### config.mk
export PLATFORM = sky130hd
export DESIGN_NAME = dshot_tx
export DESIGN_NICKNAME = d
export VERILOG_FILES = /design/src/rtl/dshot_pkg.sv /design/src/rtl/dshot_frame_builder.sv /design/src/rtl/dshot_tx.sv
export SDC_FILE = /design/constraint.sdc
export NUM_CORES = 1
export LEC_CHECK = 0
export BUFFER_PORTS_ARGS = -buffer_cell sky130_fd_sc_hd__buf_2
export CAP_MARGIN = 40
export CORE_ASPECT_RATIO = 1.75
export CORE_MARGIN = 3
export CORE_UTILIZATION = 30
export DETAILED_ROUTE_END_ITERATION = 8
export SLEW_MARGIN = 20
export SYNTH_ARGS = -nofsm -noshare
export SYNTH_HDL_FRONTEND = slang
export SYNTH_SLANG_ARGS = --single-unit
### constraint.sdc
create_clock -name clk -period 5.6 [get_ports clk]
set_clock_uncertainty 0.2 [all_clocks]
set_input_delay 0.28 -clock clk [delete_from_list [all_inputs] [get_ports clk]]
set_output_delay 0.28 -clock clk [all_outputs]
set_load 0.005 [all_outputs]
### src/rtl/dshot_pkg.sv
// Shared constants, state encoding and CRC helper for the DShot transmitter.
package dshot_pkg;

    localparam int DSHOT_MIN_THROTTLE = 48;
    localparam int DSHOT_RANGE        = 1999;
    localparam int DSHOT_FRAME_BITS   = 16;
    localparam int Q_FRAC_BITS        = 28;

    typedef enum logic [1:0] {
        IDLE = 2'd0,
        SEND = 2'd1,
        GAP  = 2'd2
    } dshot_state_t;

    // XOR of the three nibbles of the 12-bit payload.
    function automatic logic [3:0] dshot_crc(input logic [11:0] p12);
        return p12[3:0] ^ p12[7:4] ^ p12[11:8];
    endfunction

endpackage

### src/rtl/dshot_frame_builder.sv
// Maps Q4.28 throttle to an 11-bit DShot value and appends telemetry bit and CRC.
// DSHOT_TX_BIDIR_EN selects the inverted CRC used by bidirectional DShot.
module dshot_frame_builder
    import dshot_pkg::*;
(
    input  logic signed [31:0] i_throttle,
    input  logic               i_telemetry,
    output logic [15:0]        o_frame
);

    localparam logic signed [31:0] ONE_Q = 32'sd1 <<< Q_FRAC_BITS;

    logic                   w_zero;
    logic [Q_FRAC_BITS:0]   w_clamped;
    logic [39:0]            w_product;
    logic [10:0]            w_value;
    logic [11:0]            w_p12;
    logic [3:0]             w_crc;

    always_comb begin
        w_zero    = 1'b0;
        w_clamped = '0;
        if (i_throttle <= 32'sd0) begin
            w_zero = 1'b1;
        end else if (i_throttle >= ONE_Q) begin
            w_clamped = (Q_FRAC_BITS + 1)'(ONE_Q);
        end else begin
            w_clamped = (Q_FRAC_BITS + 1)'(i_throttle);
        end
    end

    // Product stays below 2^39, so the shift truncates toward zero.
    assign w_product = 40'(w_clamped) * 40'(DSHOT_RANGE);
    assign w_value   = w_zero ? 11'd0
                              : 11'(DSHOT_MIN_THROTTLE) + 11'(w_product >> Q_FRAC_BITS);
    assign w_p12     = {w_value, i_telemetry};

`ifdef DSHOT_TX_BIDIR_EN
    assign w_crc = ~dshot_crc(w_p12);
`else
    assign w_crc = dshot_crc(w_p12);
`endif

    assign o_frame = {w_p12, w_crc};

endmodule

### src/rtl/dshot_tx.sv
// DShot transmitter: accepts one throttle value, serialises a 16-bit frame MSB first, then idles.
// DSHOT_TX_BIDIR_EN inverts the line (idle high, low-going pulses).
module dshot_tx
    import dshot_pkg::*;
#(
    parameter int BIT_CLKS = 80,
    parameter int T1H_CLKS = 60,
    parameter int T0H_CLKS = 30,
    parameter int GAP_CLKS = 96
) (
    input  logic               clk,
    input  logic               reset_n,
    input  logic signed [31:0] mixedThrottle,
    input  logic               telemetry_req,
    input  logic               valid,
    output logic               ready,
    output logic               motor_out,
    output logic               busy,
    output logic [15:0]        frame_dbg,
    output logic [1:0]         state_dbg
);

    // Handshake: a value transfers on a clk edge where valid && ready; ready is high only
    // in IDLE, and a producer seeing ready low must hold its value until it is accepted.

    localparam int CNT_MAX = (BIT_CLKS > GAP_CLKS) ? BIT_CLKS : GAP_CLKS;
    localparam int CNT_W   = $clog2(CNT_MAX);

    localparam logic [1:0] ST_IDLE = IDLE;
    localparam logic [1:0] ST_SEND = SEND;
    localparam logic [1:0] ST_GAP  = GAP;

`ifdef DSHOT_TX_BIDIR_EN
    localparam logic IDLE_LVL = 1'b1;
`else
    localparam logic IDLE_LVL = 1'b0;
`endif

    logic [1:0]       r_state;
    logic [CNT_W-1:0] r_cnt;
    logic [3:0]       r_bit_idx;
    logic [15:0]      r_shift;
    logic [15:0]      r_frame_dbg;
    logic             r_motor;

    logic [15:0]      w_frame;
    logic             w_accept;
    logic [1:0]       w_nxt_state;
    logic [CNT_W-1:0] w_nxt_cnt;
    logic [3:0]       w_nxt_idx;
    logic [15:0]      w_nxt_shift;
    logic             w_nxt_high;

    dshot_frame_builder u_builder (
        .i_throttle  (mixedThrottle),
        .i_telemetry (telemetry_req),
        .o_frame     (w_frame)
    );

    assign w_accept = valid && (r_state == ST_IDLE);

    always_comb begin
        w_nxt_state = r_state;
        w_nxt_cnt   = r_cnt;
        w_nxt_idx   = r_bit_idx;
        w_nxt_shift = r_shift;
        case (r_state)
            ST_IDLE: begin
                if (w_accept) begin
                    w_nxt_state = ST_SEND;
                    w_nxt_cnt   = '0;
                    w_nxt_idx   = 4'(DSHOT_FRAME_BITS - 1);
                    w_nxt_shift = w_frame;
                end
            end
            ST_SEND: begin
                if (r_cnt == CNT_W'(BIT_CLKS - 1)) begin
                    w_nxt_cnt = '0;
                    if (r_bit_idx == 4'd0) begin
                        w_nxt_state = ST_GAP;
                    end else begin
                        w_nxt_idx   = r_bit_idx - 4'd1;
                        w_nxt_shift = {r_shift[14:0], 1'b0};
                    end
                end else begin
                    w_nxt_cnt = r_cnt + 1'b1;
                end
            end
            ST_GAP: begin
                if (r_cnt == CNT_W'(GAP_CLKS - 1)) begin
                    w_nxt_state = ST_IDLE;
                    w_nxt_cnt   = '0;
                end else begin
                    w_nxt_cnt = r_cnt + 1'b1;
                end
            end
            default: begin
                w_nxt_state = ST_IDLE;
                w_nxt_cnt   = '0;
            end
        endcase
        // Line level is registered from the next-state view so the pad sees no comparator glitches.
        w_nxt_high = (w_nxt_state == ST_SEND) &&
                     (w_nxt_cnt < (w_nxt_shift[15] ? CNT_W'(T1H_CLKS) : CNT_W'(T0H_CLKS)));
    end

    always_ff @(posedge clk or negedge reset_n) begin
        if (!reset_n) begin
            r_state     <= ST_IDLE;
            r_cnt       <= '0;
            r_bit_idx   <= '0;
            r_shift     <= '0;
            r_frame_dbg <= '0;
            r_motor     <= IDLE_LVL;
        end else begin
            r_state   <= w_nxt_state;
            r_cnt     <= w_nxt_cnt;
            r_bit_idx <= w_nxt_idx;
            r_shift   <= w_nxt_shift;
            r_motor   <= w_nxt_high ? ~IDLE_LVL : IDLE_LVL;
            if (w_accept) begin
                r_frame_dbg <= w_frame;
            end
        end
    end

    assert property (@(posedge clk)
        (T0H_CLKS < T1H_CLKS) && (T1H_CLKS < BIT_CLKS) && (GAP_CLKS >= 1));

    assign ready     = (r_state == ST_IDLE);
    assign busy      = (r_state != ST_IDLE);
    assign motor_out = r_motor;
    assign frame_dbg = r_frame_dbg;
    assign state_dbg = r_state;

endmodule

==> impl_metrics.yaml <==
run:
  max-cap-violations: 0
critical_path:
  crit_buf_inv: 7
  r2r_start: "r_cnt[0]"
  crit_arrival_ps: 7270
  critPathKind: "primary input to register"
  r2r_cells: 10
  start_kind: "primary input"
  slowest_stage: "fa_2"
  cp.depth: 32
  cpPeakStageDelay_ps: 560
  required_ps: 5580
  cp-end-kind: "register"
  cp-startpoint: "mixedThrottle[1]"
  path_common_cell: "fa_1"
  path_max_fanout: 8
  critPathTopFamily: "adder cells"
final_layout:
  stdcell_area_sq_um: 13600
  final_util_pct: 43.9
  nNetsFinal: 1600
  final_cells: 1680
  antenna_cells: 0
  final.fill_count: 2875
  synthToLayoutAreaGrowth_pct: 43.9
  drive_gt1_share_pct: 39.5
power_and_ir_drop:
  p_total_mw: 6.14
  p_leak_nw: 6.75
  p_per_area_nw_per_um2: 452
  vdd_drop_max_mv: 0.331
timing:
  hold_slack_ps: 107
  setup_violations: 31
  period_needed_ps: 7300
  slew_headroom_pct: 46.0
  finalCritPeriodShare_pct: 130
  finalMaxSlewViolations: 0
  rsz0062_at_grt: "true"
  hold_violations: 0
  tightest_slew_ps: 808
  setup_slack_ps: -1700
  timing.fmax_mhz: 137
  fin_tns_setup_ps: -39970
floorplan:
  die_area_sq_um: 33700
  rows: 85
  die_x_um: 140
  io_pins: 57
  start_util_pct: 30.5
  core_area_sq_um: 30900
  die_y_um: 241
yosys:
  netlist.area_leader.share_pct: 36.7
  synth_cell_types: 73
  ys_warn_count: 0
  ys.flop_type: "dfrtp_1"
  synth_area_leader_cell: "fa_1"
  synth_fp_nets: 1302
  ys_seq_area_share_pct: 12.2
  ys_top_cells_by_area: "fa_1, ha_1, dfrtp_1"
  synth-edff-count: 0
  synth_area_sq_um: 9440
  synthTopCellsByCount: "inv_1, fa_1, ha_1"
  synthArstFlopShare_pct: 100
  synth.most_common_cell: "inv_1"
  synthCells: 990
  avgSynthCellArea_sq_um: 9.54
  synth_seq_cells: 46
hold_path:
  hp-class: "primary input to register"
  whs_path_depth: 3
  worstHoldStart: "telemetry_req"
detailed_routing:
  antenna_left: 0
  drc: 0
  first_iter_violations: 279
  wire_per_inst_um: 15.9
  drt_wl_total_mm: 26.6
  vias: 7905
  via_per_inst: 4.71
  drt_first_pass_iters: 4
clocking:
  htreeDepth: 2
  cts_sinks: 46
  cts-root-buf: "clkbuf_16"
  numCtsBuffers: 5
  clkTransAtPathRegs_ps: 60
  cts_tree: "built"
  cts_buffer_depth: 2
  clk-insertion-delay-late_ps: 280
place:
  dp.cells: 1636
  gp_congestion: 0.887
  pre_cts_ws_ps: -2530
  place_area_sq_um: 12200
  dp_hpwl_mm: 22.9
  io_buffers: 56
global_routing:
  track_usage_pct: 16.5
  gr-total-overflow: 0
  grt_pass1_wl_mm: 44.8
  grt_max_degree: 30
  antenna_found_initial: 0
  grt_pass1_vias: 9146
run_status:
  outcome: "finished with violations"
  violations: "negative setup slack"
[worst paths after layout]
check	endpoint	slack, ps
worst min register to register	frame_dbg[9]	270
min in group asynchronous	frame_dbg[10]	270
worst max-delay path	motor_out	-1700
worst min-delay path	r_shift[4]	110
max in group asynchronous	r_shift[8]	4420
worst max register to register	r_bit_idx[3]	2400
[cell type report]
class	count	area (sq um)	area share, %
Clock buffer	6	129	0.948
Inverter	253	978	7.20
Multi-Input combinational cell	673	8450	62.2
Sequential cell	46	1150	8.47
Timing Repair Buffer	309	2360	17.3
Tap cell	391	489	3.60
Clock inverter	2	37.5	0.276
[repair_timing]
action                                  CTS  global route
pin swaps                                87            40
endpoints found under the setup margin   31            31
setup buffers                            23            15
gates resized for setup                 137            65
cloned                                    1             1
endpoints found under the hold margin    17             0
hold buffers                              1             0
[state kept, by name, summed over array words and instances (netlist names)]
signal and count:
frame_dbg 16, r_shift 16, r_cnt 7, r_bit_idx 4, state_dbg 2, motor_out 1
[kinds of logic (layout without fill, tap and decap cells)]
| logic type | count (synthesis) | in the layout | share of synthesized area [%] |
|---|---|---|---|
| AO/OA/AOI/OAI | 157 | 157 | 11.3 |
| XOR/XNOR | 37 | 37 | 4.33 |
| adder cells (fa/ha/maj) | 276 | 276 | 50.3 |
| buffers and inverters | 271 | 570 | 10.8 |
| flip-flops | 46 | 46 | 12.2 |
| multiplexers | 3 | 3 | 0.331 |
| AND/OR/NAND/NOR | 200 | 200 | 10.7 |
[power by group]
part	internal (mW)	total [mW]	switching, mW
Clock	0.211	0.331	0.120
Sequential	0.458	0.550	0.0916
Combinational	2.80	5.26	2.47
Total	3.47	6.14	2.68
[metal layers]
layer	part of all wire (%)	wire, um	GRT usage [%]	up-vias
li1	-	-	-	3760
met1	33	8900	16.2	3974
met5	0	0	0	-
met4	4.9	1320	6.88	0
met2	60	16000	34.7	110
met3	1.6	430	1.17	61
[worst reg2reg max path, delay by kind of cell, from the launching register on]
family | cells | cell delay, ps
XOR/XNOR | 1 | 160
multiplexers | 1 | 170
flip-flops | 1 | 380
AND/OR/NAND/NOR | 7 | 1950
adder cells (fa/ha/maj) | 1 | 200
[layout by cell type (no fill, tap or decap), types with 10 or more instances in the layout]
cell,n
ha_1,75
inv_1,212
buf_4,224
fa_1,165
nand3_1,11
buf_2,54
nor2_1,26
a21oi_1,33
o21ai_0,15
o21ai_1,12
inv_2,35
nand2_4,10
buf_6,23
xnor2_1,12
nand2_2,11
nand4_1,10
ha_4,27
nand2_1,46
dfrtp_1,46
a21o_1,20
Note: power is estimated with default switching activity, not from simulation.
